<file path="config.mk">
export PLATFORM = sky130hd
export DESIGN_NAME = hwag_coil_scheduler_flat
export DESIGN_NICKNAME = d
export VERILOG_FILES = /design/src/rtl/hwag_coil_pkg.sv /design/src/rtl/hwag_coil_scheduler_if.sv /design/src/rtl/hwag_coil_channel.sv /design/src/rtl/hwag_coil_scheduler.sv /design/src/flat_wrapper.sv
export SDC_FILE = /design/constraint.sdc
export NUM_CORES = 1
export LEC_CHECK = 0
export CAP_MARGIN = 20
export CORE_AREA = 2 2 169 171
export DETAILED_ROUTE_END_ITERATION = 12
export DIE_AREA = 0 0 171 173
export PLACE_DENSITY = 0.76
export SLEW_MARGIN = 20
export SYNTH_ARGS = -nofsm -noshare
export SYNTH_HDL_FRONTEND = slang
export SYNTH_SLANG_ARGS = --single-unit
</file>
<file path="constraint.sdc">
create_clock -name clk -period 4.3 [get_ports clk]
set_input_delay 0.43 -clock clk [delete_from_list [all_inputs] [get_ports clk]]
set_output_delay 0.43 -clock clk [all_outputs]
set_load 0.005 [all_outputs]
</file>
<file path="src/rtl/hwag_coil_pkg.sv">
// Shared types and defaults for the HWAG ignition coil scheduler.
package hwag_coil_pkg;

  localparam int ACNT_WIDTH_DEF = 24;
  localparam int ACNT_MAX_DEF   = 3839;

  typedef logic [ACNT_WIDTH_DEF-1:0] acnt_t;

  typedef enum logic [1:0] {
    ST_IDLE   = 2'd0,
    ST_CHARGE = 2'd1,
    ST_FIRE   = 2'd2
  } coil_state_t;

endpackage

</file>
<file path="src/rtl/hwag_coil_scheduler_if.sv">
// Angle, update and coil signals between hwag_core/firmware and the coil scheduler.
interface hwag_coil_scheduler_if
  import hwag_coil_pkg::*;
#(
  parameter int ACNT_WIDTH = ACNT_WIDTH_DEF,
  parameter int CHANNELS   = 2
);

  logic                           hwag_start;
  logic                           acnt_ena;
  logic [ACNT_WIDTH-1:0]          acnt_in;
  logic [CHANNELS*ACNT_WIDTH-1:0] phase_offset;
  logic                           upd_strobe;
  logic [ACNT_WIDTH-1:0]          ign_angle;
  logic [ACNT_WIDTH-1:0]          dwell_angle;
  logic [CHANNELS-1:0]            coil_out;
  logic [CHANNELS-1:0]            upd_pending;
  logic [CHANNELS-1:0]            angle_err;

  modport master (
    output hwag_start, acnt_ena, acnt_in, phase_offset,
    output upd_strobe, ign_angle, dwell_angle,
    input  coil_out, upd_pending, angle_err
  );

  modport slave (
    input  hwag_start, acnt_ena, acnt_in, phase_offset,
    input  upd_strobe, ign_angle, dwell_angle,
    output coil_out, upd_pending, angle_err
  );

endinterface

</file>
<file path="src/rtl/hwag_coil_channel.sv">
// One coil channel: offset angle, double-buffered ignition/charge angles and the
// IDLE/CHARGE/FIRE sequencer driving a registered coil output.
module hwag_coil_channel
  import hwag_coil_pkg::*;
#(
  parameter int ACNT_WIDTH = ACNT_WIDTH_DEF,
  parameter int ACNT_MAX   = ACNT_MAX_DEF
)
(
  input  logic                  clk,
  input  logic                  nrst,
  input  logic                  hwag_start,
  input  logic                  acnt_ena,
  input  logic [ACNT_WIDTH-1:0] acnt_in,
  input  logic [ACNT_WIDTH-1:0] phase_offset,
  input  logic                  upd_strobe,
  input  logic [ACNT_WIDTH-1:0] ign_angle,
  input  logic [ACNT_WIDTH-1:0] dwell_angle,
  output logic                  coil_out,
  output logic                  upd_pending,
  output logic                  angle_err
);

  localparam logic [ACNT_WIDTH:0]   MAX_X = (ACNT_WIDTH+1)'(ACNT_MAX);
  localparam logic [ACNT_WIDTH:0]   REV_X = (ACNT_WIDTH+1)'(ACNT_MAX + 1);
  localparam logic [ACNT_WIDTH-1:0] MAX_W = ACNT_WIDTH'(ACNT_MAX);
  localparam logic [ACNT_WIDTH-1:0] REV_W = ACNT_WIDTH'(ACNT_MAX + 1);

  logic [ACNT_WIDTH:0]   ch_sum;
  logic [ACNT_WIDTH-1:0] ch_angle;
  logic [ACNT_WIDTH-1:0] dwell_sat;
  logic [ACNT_WIDTH-1:0] charge_new;
  logic                  ign_ok;

  logic [ACNT_WIDTH-1:0] shd_ign_reg, shd_charge_reg;
  logic [ACNT_WIDTH-1:0] act_ign_reg, act_charge_reg;
  logic                  shd_valid_reg, act_valid_reg;
  coil_state_t           state_reg;

  // Results are bounded by ACNT_MAX, so plain ACNT_WIDTH modular arithmetic is exact here.
  always_comb begin
    ch_sum     = {1'b0, acnt_in} + {1'b0, phase_offset};
    ch_angle   = (ch_sum > MAX_X) ? ACNT_WIDTH'(ch_sum - REV_X) : ACNT_WIDTH'(ch_sum);
    dwell_sat  = (dwell_angle > MAX_W) ? MAX_W : dwell_angle;
    charge_new = (ign_angle >= dwell_sat) ? (ign_angle - dwell_sat)
                                          : (ign_angle + REV_W - dwell_sat);
    ign_ok     = (ign_angle <= MAX_W);
  end

  always_ff @(posedge clk or negedge nrst) begin
    if (!nrst) begin
      shd_ign_reg    <= '0;
      shd_charge_reg <= '0;
      shd_valid_reg  <= 1'b0;
      act_ign_reg    <= '0;
      act_charge_reg <= '0;
      act_valid_reg  <= 1'b0;
      upd_pending    <= 1'b0;
      angle_err      <= 1'b0;
      coil_out       <= 1'b0;
      state_reg      <= ST_IDLE;
    end else begin
      // A strobe coinciding with a copy re-arms pending for the newer shadow.
      if (upd_strobe) begin
        shd_ign_reg    <= ign_angle;
        shd_charge_reg <= charge_new;
        shd_valid_reg  <= ign_ok;
        angle_err      <= !ign_ok;
        upd_pending    <= 1'b1;
      end else if (state_reg == ST_IDLE && upd_pending) begin
        upd_pending    <= 1'b0;
      end

      if (state_reg == ST_IDLE && upd_pending) begin
        act_ign_reg    <= shd_ign_reg;
        act_charge_reg <= shd_charge_reg;
        act_valid_reg  <= shd_valid_reg;
      end

      if (!hwag_start) begin
        state_reg <= ST_IDLE;
        coil_out  <= 1'b0;
      end else begin
        case (state_reg)
          ST_IDLE: begin
            // Zero dwell makes charge == ign; ignition wins, so no pulse.
            if (acnt_ena && act_valid_reg && ch_angle == act_charge_reg
                && ch_angle != act_ign_reg) begin
              state_reg <= ST_CHARGE;
              coil_out  <= 1'b1;
            end
          end
          ST_CHARGE: begin
            if (acnt_ena && ch_angle == act_ign_reg) begin
              state_reg <= ST_FIRE;
              coil_out  <= 1'b0;
            end
          end
          ST_FIRE: begin
            state_reg <= ST_IDLE;
            coil_out  <= 1'b0;
          end
          default: begin
            state_reg <= ST_IDLE;
            coil_out  <= 1'b0;
          end
        endcase
      end
    end
  end

endmodule

</file>
<file path="src/rtl/hwag_coil_scheduler.sv">
// N-channel ignition coil scheduler: slices per-channel phase offsets and
// instantiates one coil channel per output.
module hwag_coil_scheduler
  import hwag_coil_pkg::*;
#(
  parameter int ACNT_WIDTH = ACNT_WIDTH_DEF,
  parameter int CHANNELS   = 2,
  parameter int ACNT_MAX   = ACNT_MAX_DEF
)
(
  input  logic                  clk,
  input  logic                  nrst,
  hwag_coil_scheduler_if.slave  bus
);

  generate
    for (genvar gi = 0; gi < CHANNELS; gi++) begin : g_ch
      hwag_coil_channel #(
        .ACNT_WIDTH (ACNT_WIDTH),
        .ACNT_MAX   (ACNT_MAX)
      ) u_channel (
        .clk          (clk),
        .nrst         (nrst),
        .hwag_start   (bus.hwag_start),
        .acnt_ena     (bus.acnt_ena),
        .acnt_in      (bus.acnt_in),
        .phase_offset (bus.phase_offset[gi*ACNT_WIDTH +: ACNT_WIDTH]),
        .upd_strobe   (bus.upd_strobe),
        .ign_angle    (bus.ign_angle),
        .dwell_angle  (bus.dwell_angle),
        .coil_out     (bus.coil_out[gi]),
        .upd_pending  (bus.upd_pending[gi]),
        .angle_err    (bus.angle_err[gi])
      );
    end
  endgenerate

endmodule
</file>
<file path="src/flat_wrapper.sv">
// flat-port wrapper written by rule: the top's interface ports become plain ports
module hwag_coil_scheduler_flat import hwag_coil_pkg::*;
#(
  parameter int ACNT_WIDTH = ACNT_WIDTH_DEF,
  parameter int CHANNELS   = 2,
  parameter int ACNT_MAX   = ACNT_MAX_DEF
)
  (clk, nrst, bus_hwag_start, bus_acnt_ena, bus_acnt_in, bus_phase_offset, bus_upd_strobe, bus_ign_angle, bus_dwell_angle, bus_coil_out, bus_upd_pending, bus_angle_err);
  hwag_coil_scheduler_if #(.ACNT_WIDTH(ACNT_WIDTH), .CHANNELS(CHANNELS)) bus_i ();
  input  logic clk;
  input  logic nrst;
  input wire logic [$bits(bus_i.hwag_start)-1:0] bus_hwag_start;
  input wire logic [$bits(bus_i.acnt_ena)-1:0] bus_acnt_ena;
  input wire logic [$bits(bus_i.acnt_in)-1:0] bus_acnt_in;
  input wire logic [$bits(bus_i.phase_offset)-1:0] bus_phase_offset;
  input wire logic [$bits(bus_i.upd_strobe)-1:0] bus_upd_strobe;
  input wire logic [$bits(bus_i.ign_angle)-1:0] bus_ign_angle;
  input wire logic [$bits(bus_i.dwell_angle)-1:0] bus_dwell_angle;
  output wire logic [$bits(bus_i.coil_out)-1:0] bus_coil_out;
  output wire logic [$bits(bus_i.upd_pending)-1:0] bus_upd_pending;
  output wire logic [$bits(bus_i.angle_err)-1:0] bus_angle_err;
  assign bus_i.hwag_start = bus_hwag_start;
  assign bus_i.acnt_ena = bus_acnt_ena;
  assign bus_i.acnt_in = bus_acnt_in;
  assign bus_i.phase_offset = bus_phase_offset;
  assign bus_i.upd_strobe = bus_upd_strobe;
  assign bus_i.ign_angle = bus_ign_angle;
  assign bus_i.dwell_angle = bus_dwell_angle;
  assign bus_coil_out = bus_i.coil_out;
  assign bus_upd_pending = bus_i.upd_pending;
  assign bus_angle_err = bus_i.angle_err;
  hwag_coil_scheduler #(.ACNT_WIDTH(ACNT_WIDTH), .CHANNELS(CHANNELS), .ACNT_MAX(ACNT_MAX)) u_core (.clk(clk), .nrst(nrst), .bus(bus_i));
endmodule
</file>
==> run metrics <==
final worst-path cycle share 113%; failing checks negative setup slack; TritonCTS clock tree yes; Initial Util 54.9%; core box area 27600 sq um; Combinational Power Share 51.1%; RSZ-0062 raised after global routing true; Post-Route WL 64.4 mm; P_sw 2850 uW; CTS buffer count 17; final core occ 81.8%; XOR/XNOR Fraction of Synth Area 9.52%; worst setup margin -546 ps; fmax 206 MHz; Final Hold Vio Count 0; DP HPWL 41.9 mm; Synth Area in Compound Gates 20.4%; status finished, violations left; most instantiated cells after synthesis 154 x dfrtp_1, 130 x nor2_1, 126 x mux2_2, 118 x nand2_1, 102 x ha_1; Synth Area in Adders 11.3%; mux contribution to synthesized area 10.5%; register area share after synthesis 25.4%; post-DR vias/cell 6.36; Post-Syn Instances 1723; share of post-route cells with drive strength above 1 38.5%; Final Max Tran Viols 0; input/output buffers 130; Seq cells post-synth 154; final setup TNS -1560 ps; root buffer cell clkbuf_16; worst skew pair latency 440 ps; area grow syn2layout 49.1%; min Tclk post-route 4850 ps; leakage dissipation 0.0101 uW; Max FO, Critical Path 7; top post-synthesis cells by area dfrtp_1 25%, mux2_2 9.4%, ha_1 8.4%; first-pass GRT wire length 89.7 mm; I/O Pins 131; routed vias 17292; Synth warnings 0; DRT Pass-1 Iters 8; Async S/R FF share, synth 100%; Clk network pwr share 21.7%; row count 61; critical path type in2reg; Critical Path Start Type input port; sequential share of power 27.2%; count leader, synth dfrtp_1; CP required 4660 ps; Post-synth EDFFs 0; top-area cell type share of the netlist area 25.4%; Final nets 2575; final setup vio count 6; clock transition at the registers of the reported paths 60 ps; CP Capture Type flip-flop; post-route cell area 22600 sq um; DP Area 20100 sq um; VDD IR max 0.239 mV; # DRC 0; CTS Sinks 154; die area 29600 sq um; Synth Flop Type dfrtp_1; Multi-input gate area 12000 sq um; filler instances 1608; H-tree levels 4; Int Power 4550 uW; Total Routing Usage GR 38.8%; Cell Area, Synth 15200 sq um; Die Y 173 microns; clock buffer depth 2; class of the worst hold path in2async; Worst EP arrival 5210 ps; largest family of logic cells by synthesized area compound AO/OA/AOI/OAI gates; max_slew headroom 27.8%; pwr dens 328 nW/um^2; GPL Wtd Cong 0.978; 1st-iter DRT viols 2251; Worst Skew 15.7 ps; gr ovfl total 0; register area 3850 sq um; die width 171 microns; largest net degree at the start of global routing 80; post-synthesis simple-gate area fraction 18.3%; vias in the first global route 16926; Hold-fix buffers, CTS 0; switch share 38.5%; Yosys cell types 104; synthesized area per cell 8.80 sq um; # Max-Cap Violations 0; cell taking the most area after synthesis dfrtp_1; Tightest Pin Transition 1080 ps; Pwr Total 7400 uW; ANT nets after route 0; initial antenna violation count 1; R2R Setup Slk 730 ps; per-cell routed wire length 23.7 microns
[final cells by class]
cell class,instances,share of cell area (%)
multi-input cells,1424,53.3
repair buffers,638,23.2
flip-flops and latches,154,17.1
well taps,378,2.09
clock buffers,19,1.96
inverters,91,1.53
clock inverters,13,0.842
diodes,2,0.0221
[through the flow]
stage / worst slack [ps] / instances / hold WS, ps
2_1_floorplan: -291 / 1744 / 134
3_3_place_gp: -1040 / 2619 / 498
3_5_place_dp: -1070 / 2619 / 509
4_1_cts: -92.2 / 2694 / 61.9
5_1_grt: -627 / 2717 / 114
6_report: -546 / 2719 / 43.7
[layer usage]
layer,global-route usage (%),vias to the layer above,routed length (microns)
met5,0.167,-,44
met4,22.6,2,5070
met3,7.99,398,5600
met2,63.6,1131,29600
met1,47.0,8274,24100
li1,-,7487,-
[power groups by stage]
stage | combinational [uW] | sequential (uW) | clock [uW]
2_1_floorplan | 1870 | 1870 | 0
3_3_place_gp | 3160 | 2000 | 0
3_5_place_dp | 3210 | 2020 | 0
4_1_cts | 3470 | 2000 | 1610
5_1_grt | 4020 | 2030 | 1670
6_report | 3780 | 2010 | 1610
[layout by cell type (no fill, tap or decap), drive strengths merged, types with 17 or more instances in the layout]
cell,instances
dlymetal6s2s,23
nor2,130
a31oi,23
fa,22
o211ai,27
nand2b,21
nand4,36
xnor2,103
dfrtp,154
o21ai,98
mux2,127
nor3,40
inv,93
buf,513
a21oi,87
dlygate4sd2,23
clkdlybuf4s50,69
and3,19
nor4,27
conb,23
o21a,22
ha,102
xor2,60
nand3,44
clkbuf,24
a21o,28
nand2,118
and2,17
[worst max-delay path, stage by stage]
cell,delay (ps)
clkdlybuf4s50_1,770
ha_4,320
a21oi_2,190
o21ai_1,140
o21ai_1,170
a21oi_1,110
nor3_2,320
xnor2_2,130
or4b_4,540
or4_4,490
buf_6,150
buf_6,120
mux2i_4,170
xor2_1,160
or4_4,540
nor4_4,260
and3_1,190
[final timing paths]
| check | endpoint | depth (start not counted) | start |
|---|---|---|---|
| hold / removal | u_core.g_ch[0].u_channel.shd_ign_reg[5] | 1 | nrst |
| setup / recovery | u_core.g_ch[1].u_channel.state_reg[1] | 17 | bus_phase_offset[40] |
| hold reg to reg | u_core.g_ch[0].u_channel.act_valid_reg | 1 | u_core.g_ch[0].u_channel.act_valid_reg |
| max in group asynchronous | u_core.g_ch[1].u_channel.act_charge_reg[22] | 2 | nrst |
| setup reg to reg | u_core.g_ch[0].u_channel.state_reg[0] | 14 | u_core.g_ch[0].u_channel.act_ign_reg[6] |
| min in group clk | u_core.g_ch[0].u_channel.shd_ign_reg[0] | 2 | bus_upd_strobe |
[kinds of logic after synthesis]
kind of cell	count (synthesis)
fa+ha+maj	124
mux	143
other cells	2
flops	154
simple gates	534
compound gates	437
xor+xnor	163
buf+inv	166
[repair_timing]
item | CTS | global route
hold endpoints to repair | 0 | 0
setup buffers | 40 | 23
gates resized for setup | 209 | 123
setup endpoints to repair | 26 | 26
pin swaps | 93 | 71
cloned | 3 | 0
Power figures use the tool's default switching activity.
